--- src/rtl/hangman_engine.sv ---
// hangman_engine -- letter-guessing game engine.
//
// A secret word of WORD_LEN letters is latched on word_load. Each accepted
// guess is compared against the word one position per cycle; positions that
// match are revealed in index_correct. A guess that matches nowhere costs a
// miss. The game ends in DONE on a full reveal (win) or when miss_cnt reaches
// MAX_MISS (lose).
//
// Optional feature: define HANGMAN_REPEAT_GUARD_EN to keep a set of letters
// already tried. A repeated guess then skips the scan and is scored at once
// with repeat_flag=1 and no counter change. Without the macro, repeats are
// scanned like any other guess and repeat_flag is tied 0.
//
// Handshake: a guess transfers on a rising clk edge where guess_valid and
// guess_ready are both 1. guess_ready is 1 only in IDLE and is dropped while
// word_load is high, so a guess offered with word_load is never transferred.
//
// Ports:
//   clk, nRst            clock (rising edge), asynchronous active-low reset
//   word_in, word_load   secret word (letter 0 in the MSBs), load pulse
//   guess, guess_valid   guessed letter offer
//   guess_ready          engine accepts a guess this cycle
//   letter               last accepted guess
//   index_correct        bit i set = letter i revealed
//   correct_cnt          popcount of index_correct
//   miss_cnt             misses so far (saturates at MAX_MISS)
//   result_valid         one-cycle pulse when a guess is scored
//   hit, miss            scoring outcome, qualified by result_valid
//   repeat_flag          guess already tried, qualified by result_valid
//   win, lose            game-over levels
//   busy                 scan in progress
//   dbg_state            current FSM state (SET=0 IDLE=1 SCAN=2 SCORE=3 DONE=4)
module hangman_engine #(
    parameter int WORD_LEN = 5,
    parameter int CHAR_W   = 8,
    parameter int MAX_MISS = 6
) (
    input  logic                            clk,
    input  logic                            nRst,
    input  logic [WORD_LEN*CHAR_W-1:0]      word_in,
    input  logic                            word_load,
    input  logic [CHAR_W-1:0]               guess,
    input  logic                            guess_valid,
    output logic                            guess_ready,
    output logic [CHAR_W-1:0]               letter,
    output logic [WORD_LEN-1:0]             index_correct,
    output logic [$clog2(WORD_LEN+1)-1:0]   correct_cnt,
    output logic [$clog2(MAX_MISS+1)-1:0]   miss_cnt,
    output logic                            result_valid,
    output logic                            hit,
    output logic                            miss,
    output logic                            repeat_flag,
    output logic                            win,
    output logic                            lose,
    output logic                            busy,
    output logic [2:0]                      dbg_state
);

    localparam int IDX_W  = (WORD_LEN > 1) ? $clog2(WORD_LEN) : 1;
    localparam int CNT_W  = $clog2(WORD_LEN + 1);
    localparam int MISS_W = $clog2(MAX_MISS + 1);
    localparam logic [IDX_W-1:0]  LAST_IDX = IDX_W'(WORD_LEN - 1);
    localparam logic [MISS_W-1:0] MISS_MAX = MISS_W'(MAX_MISS);

    typedef enum logic [2:0] {
        SET   = 3'd0,
        IDLE  = 3'd1,
        SCAN  = 3'd2,
        SCORE = 3'd3,
        DONE  = 3'd4
    } state_t;

    state_t                         state_q, state_d;
    logic [WORD_LEN*CHAR_W-1:0]     word_q, word_d;
    logic [CHAR_W-1:0]              letter_q, letter_d;
    logic [IDX_W-1:0]               idx_q, idx_d;
    logic [WORD_LEN-1:0]            ic_q, ic_d;
    logic [MISS_W-1:0]              miss_q, miss_d;
    logic                           hit_q, hit_d;
    logic [CHAR_W-1:0]              cur_letter;
    logic [MISS_W-1:0]              miss_upd;
    logic                           is_rep;

`ifdef HANGMAN_REPEAT_GUARD_EN
    logic [(1<<CHAR_W)-1:0]         tried_q, tried_d;
    logic                           rep_q, rep_d;
    assign is_rep = rep_q;
`else
    assign is_rep = 1'b0;
`endif

    // Letter under the scan pointer; letter 0 lives in the MSBs of the word.
    always_comb begin
        cur_letter = '0;
        for (int i = 0; i < WORD_LEN; i++) begin
            if (idx_q == IDX_W'(i)) cur_letter = word_q[(WORD_LEN-1-i)*CHAR_W +: CHAR_W];
        end
    end

    always_comb begin
        state_d  = state_q;
        word_d   = word_q;
        letter_d = letter_q;
        idx_d    = idx_q;
        ic_d     = ic_q;
        miss_d   = miss_q;
        hit_d    = hit_q;
        miss_upd = miss_q;
`ifdef HANGMAN_REPEAT_GUARD_EN
        tried_d  = tried_q;
        rep_d    = rep_q;
`endif
        if (word_load) begin
            // A load from any state restarts the game and abandons any scan.
            state_d = IDLE;
            word_d  = word_in;
            idx_d   = '0;
            ic_d    = '0;
            miss_d  = '0;
            hit_d   = 1'b0;
`ifdef HANGMAN_REPEAT_GUARD_EN
            tried_d = '0;
            rep_d   = 1'b0;
`endif
        end else begin
            case (state_q)
                IDLE: begin
                    if (guess_valid) begin
                        letter_d = guess;
                        idx_d    = '0;
                        hit_d    = 1'b0;
                        state_d  = SCAN;
`ifdef HANGMAN_REPEAT_GUARD_EN
                        rep_d = 1'b0;
                        if (tried_q[guess]) begin
                            rep_d   = 1'b1;
                            state_d = SCORE;
                        end else begin
                            tried_d[guess] = 1'b1;
                        end
`endif
                    end
                end
                SCAN: begin
                    // Already-revealed positions still count as a hit.
                    if (cur_letter == letter_q) begin
                        ic_d[idx_q] = 1'b1;
                        hit_d       = 1'b1;
                    end
                    if (idx_q == LAST_IDX) state_d = SCORE;
                    else                   idx_d   = idx_q + 1'b1;
                end
                SCORE: begin
                    if (!hit_q && !is_rep && miss_q != MISS_MAX) miss_upd = miss_q + 1'b1;
                    miss_d  = miss_upd;
                    state_d = (&ic_q || miss_upd == MISS_MAX) ? DONE : IDLE;
                end
                default: ;  // SET and DONE wait for word_load
            endcase
        end
    end

    always_ff @(posedge clk or negedge nRst) begin
        if (!nRst) begin
            state_q  <= SET;
            word_q   <= '0;
            letter_q <= '0;
            idx_q    <= '0;
            ic_q     <= '0;
            miss_q   <= '0;
            hit_q    <= 1'b0;
`ifdef HANGMAN_REPEAT_GUARD_EN
            tried_q  <= '0;
            rep_q    <= 1'b0;
`endif
        end else begin
            state_q  <= state_d;
            word_q   <= word_d;
            letter_q <= letter_d;
            idx_q    <= idx_d;
            ic_q     <= ic_d;
            miss_q   <= miss_d;
            hit_q    <= hit_d;
`ifdef HANGMAN_REPEAT_GUARD_EN
            tried_q  <= tried_d;
            rep_q    <= rep_d;
`endif
        end
    end

    always_comb begin
        correct_cnt = '0;
        for (int i = 0; i < WORD_LEN; i++) correct_cnt = correct_cnt + CNT_W'(ic_q[i]);
    end

    assign guess_ready   = (state_q == IDLE) && !word_load;
    assign letter        = letter_q;
    assign index_correct = ic_q;
    assign miss_cnt      = miss_q;
    assign result_valid  = (state_q == SCORE);
    assign hit           = result_valid && hit_q && !is_rep;
    assign miss          = result_valid && !hit_q && !is_rep;
    assign repeat_flag   = result_valid && is_rep;
    assign win           = &ic_q;
    assign lose          = (miss_q == MISS_MAX) && !win;
    assign busy          = (state_q == SCAN);
    assign dbg_state     = state_q;

endmodule
--- config.mk ---
export PLATFORM = sky130hd
export DESIGN_NAME = hangman_engine
export DESIGN_NICKNAME = d
export VERILOG_FILES = /design/src/rtl/hangman_engine.sv
export SDC_FILE = /design/constraint.sdc
export NUM_CORES = 1
export LEC_CHECK = 0
export BUFFER_PORTS_ARGS = -buffer_cell sky130_fd_sc_hd__buf_2
export CORE_MARGIN = 1
export CORE_UTILIZATION = 45
export CTS_CLUSTER_SIZE = 8
export DETAILED_ROUTE_END_ITERATION = 12
export PLACE_DENSITY = 0.69
export SETUP_SLACK_MARGIN = 0.02
export SYNTH_ARGS = -nofsm -noshare
export SYNTH_HDL_FRONTEND = slang
export SYNTH_SLANG_ARGS = --single-unit
export TNS_END_PERCENT = 50
--- constraint.sdc ---
create_clock -name clk -period 4.9 [get_ports clk]
set_input_delay 0.735 -clock clk [delete_from_list [all_inputs] [get_ports clk]]
set_output_delay 0.735 -clock clk [all_outputs]
set_load 0.02 [all_outputs]
==> results of run 1 <==
[worst max-delay path, stage by stage (launching register included)]
cell and delay (ps):
sky130_fd_sc_hd__dfrtp_1 820, sky130_fd_sc_hd__inv_1 210, sky130_fd_sc_hd__ha_1 370, sky130_fd_sc_hd__or2_1 480, sky130_fd_sc_hd__a221oi_1 370, sky130_fd_sc_hd__o21ai_0 200, sky130_fd_sc_hd__a2111oi_4 420, sky130_fd_sc_hd__nand4_2 190
sky130_fd_sc_hd__o41ai_1 300
[layout by cell type, fill, tap and decap left out, drive strengths merged, types with 4 or more instances in the layout]
cell type / netlist / final
a211oi: 9 / 9
a21oi: 17 / 17
dfrtp: 63 / 63
nand3b: 14 / 14
ha: 9 / 9
a22o: 6 / 6
nand2b: 5 / 5
buf: 8 / 82
o21ai: 7 / 7
a211o: 6 / 6
inv: 16 / 16
clkbuf: 9 / 12
mux2: 47 / 47
a2111oi: 8 / 8
o41ai: 4 / 4
and3: 9 / 9
nand2: 12 / 12
nor2: 10 / 10
nor3b: 7 / 7
[logic make-up (layout without fill, tap and decap cells)]
family                     count (synthesis)  in the layout  synth area share (%)
adders and majority gates                 11             11                 4.427
AOI/OAI and AO/OA                         68             68                 16.91
and+or+nand+nor                           70             70                 12.08
xor gates and xnor gates                   2              2                0.5081
other                                      1              1                0.1087
DFF                                       63             63                 45.72
buffers and inverters                     33            114                 4.608
muxes                                     48             48                 15.64
[report_power, final]
part           switching [uW]  leakage [uW]  total, uW  internal, uW
combinational             132       0.00107        250           118
sequential               46.3      0.000767        619           573
clock                     194      0.000100        440           246
[area by class of cell]
class	instances	area share, %
inverter	16	1.472
multi-input combinational	200	41.99
clock inverter	4	1.104
timing repair buffer	82	10.18
tap	99	3.037
clock buffer	12	3.558
sequential	63	38.65
[state kept, by name, indices dropped and copies added, names as in the netlist]
name           count
letter             8
hit_q              1
word_q            40
dbg_state          3
index_correct      5
miss_cnt           3
idx_q              3
[routing by layer]
layer  GRT usage, %  vias to the layer above  wire length [um]
li1               -                     1245                 -
met1          28.52                     1231              3648
met2          31.13                       54              3524
met3          4.709                        5               276
met4          6.926                        0                54
met5              0                        -                 0
[through the flow]
step                      cells  cell area, sq um  utilization [%]
after floorplan             296              3448                -
after global placement      460              3889            53.05
after detailed placement    460              3889            53.05
after CTS                   476              4079            55.64
after global routing        476              4079            55.64
final                       476              4079            55.64
[synthesized netlist by cell type (3+ instances only)]
cell type / instances / share of area, %
sky130_fd_sc_hd__nor2_1: 10 / 1.1
sky130_fd_sc_hd__buf_2: 4 / 0.58
sky130_fd_sc_hd__clkbuf_1: 9 / 0.98
sky130_fd_sc_hd__and3_1: 9 / 1.6
sky130_fd_sc_hd__a2111oi_4: 4 / 3.2
sky130_fd_sc_hd__nand3b_1: 14 / 3.0
sky130_fd_sc_hd__o21ai_0: 7 / 1.0
sky130_fd_sc_hd__nand2b_1: 5 / 0.91
sky130_fd_sc_hd__nand2_1: 12 / 1.3
sky130_fd_sc_hd__a211o_1: 6 / 1.5
sky130_fd_sc_hd__a211oi_1: 7 / 1.5
sky130_fd_sc_hd__inv_1: 16 / 1.7
sky130_fd_sc_hd__dfrtp_1: 63 / 46
sky130_fd_sc_hd__o41ai_1: 4 / 1.0
sky130_fd_sc_hd__ha_1: 9 / 3.3
sky130_fd_sc_hd__mux2_2: 47 / 15
sky130_fd_sc_hd__a21oi_1: 17 / 2.5
sky130_fd_sc_hd__a22o_1: 6 / 1.5
sky130_fd_sc_hd__nor2b_1: 3 / 0.54
sky130_fd_sc_hd__nor3b_1: 7 / 1.5
[final timing paths]
kind,from,to,slack (ps),cells past startpoint
max,idx_q[2],index_correct[3],1410,8
min,word_q[1],word_q[1],500,1
max reg2reg,idx_q[2],index_correct[3],1410,8
min reg2reg,word_q[1],word_q[1],500,1
max in group asynchronous,nRst,word_q[2],3830,2
min in group asynchronous,nRst,letter[1],560,2
==> flow_summary.json, run 1 <==
{
  "run_status": "finished, final reports clean",
  "routed_via_density": 5.326,
  "grt_setup_unrepaired": "false",
  "gp_congestion": 0.8487,
  "fp.dieArea_sq_um": 8017,
  "floorplan.rows": 31,
  "critical_path_required_ps": 5120,
  "hold_buffers": 0,
  "report.power.total_uw": 1309,
  "cp-end-kind": "register",
  "avgRoutedWirePerCell_um": 15.76,
  "drive_gt1_share_pct": 40.58,
  "groute.usage.overall_pct": 20.39,
  "n_fill_cell": 661,
  "worst_slack_ps": 1410,
  "die-width_um": 89.54,
  "cell_count_after_synthesis": 296,
  "drt_first_iter_violations": 106,
  "crit_fanout": 25,
  "final-hold-violation-count": 0,
  "crit_type": "register to register",
  "detailed_route_wire_length_mm": 7.503,
  "ys_warn_count": 0,
  "setup_violations": 0,
  "cts_max_level": 3,
  "first_pass_iters": 4,
  "dp_hpwl_mm": 5.331,
  "final.setup.tns_ps": 0,
  "clock_tree.buffer_depth": 2,
  "final-max-slew-violation-count": 0,
  "post_cts_resized": 0,
  "ys.flop_type": "sky130_fd_sc_hd__dfrtp_1",
  "grt_pass1_wl_mm": 12.12,
  "synth_edf_count": 0,
  "nets": 435,
  "maxClockFrequency_ghz": 0.2866,
  "combined_area_of_the_multi_input_logic_cells_sq_um": 1713,
  "post-place-ws_ps": 1444,
  "finalHoldWorstSlack_ps": 504.4,
  "tightestPinTransition_ps": 834.7,
  "numPortBuffers": 80,
  "vdd_ir_max_v": 0.0001886,
  "cts_made_buffers": 9,
  "synth.avg_cell_area_sq_um": 11.65,
  "slew_limit_headroom_pct": 44.36,
  "mappedNetlistNets": 359,
  "cts-root-buf": "sky130_fd_sc_hd__clkbuf_8",
  "clkSlewWorstSetupHoldPaths_ps": 70,
  "finalWorstPathRequiredPeriod_ps": 3490,
  "critPathArrivalTime_ps": 3710,
  "top_level_ports": 82,
  "starting_utilization_of_the_core_area_pct": 47.04,
  "clock_sink_count": 63,
  "post_synth_instance_area_sq_um": 3448,
  "floorplan.die.height_um": 89.54,
  "worstSkewPairLatency_ps": 340,
  "regArea_sq_um": 1577,
  "post-cts-setup-buffer-count": 0,
  "yosysUniqueCellTypes": 47,
  "standard_cell_core_area_sq_um": 7331,
  "grt_overflow_total": 0,
  "area_growth_syn_to_layout_pct": 18.29,
  "route.antenna.remaining_nets": 0,
  "antenna_found_initial": 0,
  "detail_route.drc_violations": 0,
  "power_per_cell_area_nw_per_um2": 321.0,
  "tritoncts": "yes",
  "leakage_uw": 0.001934,
  "min_period_over_period_pct": 71.22,
  "num_vias": 2535,
  "ys_seq_area_share_pct": 45.72,
  "flop_and_latch_count_out_of_synthesis": 63,
  "critical_path.startpoint_type": "register",
  "hp-class": "register to register",
  "insertedDiodeCount": 0,
  "final.setup_skew_ps": 2.813,
  "maxCapViolations": 0,
  "synth-async-reset-ratio_pct": 100.0,
  "via_count_of_the_first_global_routing_pass": 2446,
  "grt_start_max_net_pins": 64
}
Note: power is estimated with default switching activity, not from simulation.
==> inputs of run 2 (changes only) <==
--- a/config.mk
+++ b/config.mk
@@ -5,12 +5,13 @@
 export SDC_FILE = /design/constraint.sdc
 export NUM_CORES = 1
 export LEC_CHECK = 0
+export ABC_AREA = 1
 export BUFFER_PORTS_ARGS = -buffer_cell sky130_fd_sc_hd__buf_2
 export CORE_MARGIN = 1
 export CORE_UTILIZATION = 45
 export CTS_CLUSTER_SIZE = 8
 export DETAILED_ROUTE_END_ITERATION = 12
-export PLACE_DENSITY = 0.69
+export PLACE_DENSITY = 0.71
 export SETUP_SLACK_MARGIN = 0.02
 export SYNTH_ARGS = -nofsm -noshare
 export SYNTH_HDL_FRONTEND = slang
==> constraint.sdc (replaced) <==
create_clock -name clk -period 3.2 [get_ports clk]
set_input_delay 0.48 -clock clk [delete_from_list [all_inputs] [get_ports clk]]
set_output_delay 0.48 -clock clk [all_outputs]
set_load 0.02 [all_outputs]
==> run 2 against run 1 <==
Net effect:
- critical path depth fell by 4
- clock power rose by 53%
- utilization increased by 0.36 points
- register-to-register slack got worse by 790 ps
- cell count grew 37%
- die area about the same
- power is 95% higher
- worst hold slack lost 180 ps
==> flow_summary.json, run 2 <==
{
  "placed_area_sq_um": 3915,
  "final.setup_skew_ps": 5.616,
  "starting_utilization_of_the_core_area_pct": 47.06,
  "cp_slowest_cell": "sky130_fd_sc_hd__fa_1",
  "floorplan.rows": 31,
  "hold_buffers": 0,
  "synth_compound_area_share_pct": 9.358,
  "hp-class": "input pin to async pin",
  "most_used_cell_cp": "sky130_fd_sc_hd__fa_1",
  "drt_first_iter_violations": 114,
  "nets": 612,
  "numPortBuffers": 80,
  "worstSkewPairLatency_ps": 330,
  "muxShareOfSynthArea_pct": 0,
  "yosys.area.top_type_share_pct": 45.70,
  "yosys.area_share.simple_pct": 30.47,
  "cts_made_buffers": 9,
  "finish.instance_area_sq_um": 4105,
  "grt_start_max_net_pins": 47,
  "synth.avg_cell_area_sq_um": 7.324,
  "gp_congestion": 0.8207,
  "slew_limit_headroom_pct": 31.73,
  "min_period_over_period_pct": 81.00,
  "mostFrequentLayoutCells": "178 x sky130_fd_sc_hd__nand2_1, 80 x sky130_fd_sc_hd__buf_2, 64 x sky130_fd_sc_hd__inv_1",
  "num_vias": 3118,
  "ys_top_cells_by_area": "sky130_fd_sc_hd__dfrtp_1 46%, sky130_fd_sc_hd__nand2_1 19%, sky130_fd_sc_hd__inv_1 7.0%",
  "place.detailed.instances": 637,
  "setup_violations": 0,
  "routed_via_density": 4.775,
  "standard_cell_core_area_sq_um": 7331,
  "post-cts-setup-buffer-count": 0,
  "cell_count_after_synthesis": 471,
  "synth-adder-area-share_pct": 4.425,
  "ys_warn_count": 0,
  "ys_seq_area_share_pct": 45.70,
  "crit_type": "register to primary output",
  "yosys.area.top_type": "sky130_fd_sc_hd__dfrtp_1",
  "area_growth_syn_to_layout_pct": 19.01,
  "dp_hpwl_mm": 5.926,
  "route.antenna.remaining_nets": 0,
  "final.setup.tns_ps": 0,
  "vdd_ir_max_v": 0.0002670,
  "clkSlewWorstSetupHoldPaths_ps": 70,
  "detailed_route_wire_length_mm": 7.735,
  "timing.critical_path.slowest_cell_delay_ps": 510,
  "maxClockFrequency_ghz": 0.3858,
  "max_flop_register": "word_q",
  "ys.flop_type": "sky130_fd_sc_hd__dfrtp_1",
  "synth-async-reset-ratio_pct": 100.0,
  "synthXorXnorAreaFrac_pct": 0.5078,
  "grt_pass1_wl_mm": 13.14,
  "floorplan.die.height_um": 89.56,
  "drive_gt1_share_pct": 19.86,
  "final-max-slew-violation-count": 0,
  "yosysMostFrequentCell": "sky130_fd_sc_hd__nand2_1",
  "final-hold-violation-count": 0,
  "clock_tree.buffer_depth": 2,
  "crit_path_cell_chain": "fa_1 -> fa_1 -> ha_1 -> buf_2",
  "synth_top_family_by_area": "simple AND/OR/NAND/NOR gates",
  "post_cts_resized": 0,
  "die-width_um": 89.56,
  "detail_route.drc_violations": 0,
  "maxCapViolations": 0,
  "fp.dieArea_sq_um": 8020,
  "layout.cells.most_common": "sky130_fd_sc_hd__nand2_1",
  "critPathArrivalTime_ps": 2110,
  "flop_and_latch_count_out_of_synthesis": 63,
  "via_count_of_the_first_global_routing_pass": 3006,
  "leakage_uw": 0.002337,
  "tightestPinTransition_ps": 1024,
  "yosysUniqueCellTypes": 32,
  "synth_edf_count": 0,
  "cp-end-kind": "primary output",
  "grt_setup_unrepaired": "false",
  "insertedDiodeCount": 0,
  "cts_max_level": 3,
  "groute.usage.overall_pct": 21.44,
  "top_level_ports": 82,
  "yosys-top-cells-count": "178 x sky130_fd_sc_hd__nand2_1, 64 x sky130_fd_sc_hd__inv_1, 63 x sky130_fd_sc_hd__dfrtp_1, 40 x sky130_fd_sc_hd__nand3_1, 36 x sky130_fd_sc_hd__o21ai_0",
  "finish.cell_count_without_fillers": 653,
  "antenna_found_initial": 0,
  "crit_fanout": 5,
  "critical_path_required_ps": 2720,
  "r2r_slack_ps": 620,
  "finalWorstPathRequiredPeriod_ps": 2592,
  "avgRoutedWirePerCell_um": 11.85,
  "first_pass_iters": 4,
  "cts-root-buf": "sky130_fd_sc_hd__clkbuf_8",
  "clock_sink_count": 63,
  "power_per_cell_area_nw_per_um2": 621.5,
  "critical_path.startpoint_type": "register",
  "run_status": "finished, final reports clean",
  "tritoncts": "yes",
  "mappedNetlistNets": 534,
  "number_of_flip_flops_under_the_largest_register_name": 40,
  "post_synth_instance_area_sq_um": 3450,
  "grt_overflow_total": 0
}
## run 2: layout make-up
cell class	instances	area, sq um
Sequential cell	63	1577
Fill cell	728	3226
Clock inverter	4	45.04
Timing Repair Buffer	83	422.9
Tap cell	99	123.9
Inverter	65	244.0
Multi-Input combinational cell	327	1548
Clock buffer	12	145.1
## run 2: path summary, 6_finish.rpt
check | start | end | cells after the start
worst max register to register | idx_q[0] | index_correct[2] | 13
worst max-delay path | index_correct[0] | correct_cnt[1] | 4
worst min register to register | word_q[22] | word_q[22] | 2
min in group clk | word_in[26] | word_q[26] | 3
worst min-delay path | nRst | idx_q[1] | 1
max in group asynchronous | nRst | word_q[10] | 2
## run 2: per-stage QoR
stage / total power, uW / worst slack [ps] / utilization, % / hold slack [ps]
floorplan: 1617 / 981.5 / - / 184.4
global placement: 1871 / 811.5 / 53.41 / 458.5
detailed placement: 1895 / 685.8 / 53.41 / 457.9
CTS: 2569 / 591.6 / 56.00 / 337.7
global route: 2756 / 345.3 / 56.00 / 353.8
finish: 2551 / 608.1 / 56.00 / 327.1
## run 2: report_power, final
group | internal [uW] | switching, uW
Sequential | 913 | 93.9
Clock | 378 | 298
Combinational | 287 | 582
Total | 1580 | 974
## run 2: routing by layer
| layer | track usage (%) | share of wire [%] |
|---|---|---|
| met3 | 3.416 | 3.3 |
| met1 | 27.08 | 46 |
| met5 | 0 | 0 |
| met2 | 36.57 | 49 |
| met4 | 8.802 | 1.9 |
## run 2: logic make-up (layout without fill, tap and decap cells)
| group | count (synthesis) | count (layout) |
|---|---|---|
| DFF | 63 | 63 |
| AOI/OAI and AO/OA | 58 | 58 |
| other | 1 | 1 |
| buffers and inverters | 81 | 164 |
| and+or+nand+nor | 255 | 255 |
| xor gates and xnor gates | 2 | 2 |
| adders and majority gates | 11 | 11 |
## run 2: worst max-delay path: cells and delay by family, from the launching register on
family,cells,cell delay [ps]
DFF,1,460
buffers and inverters,1,160
adders and majority gates,3,1160
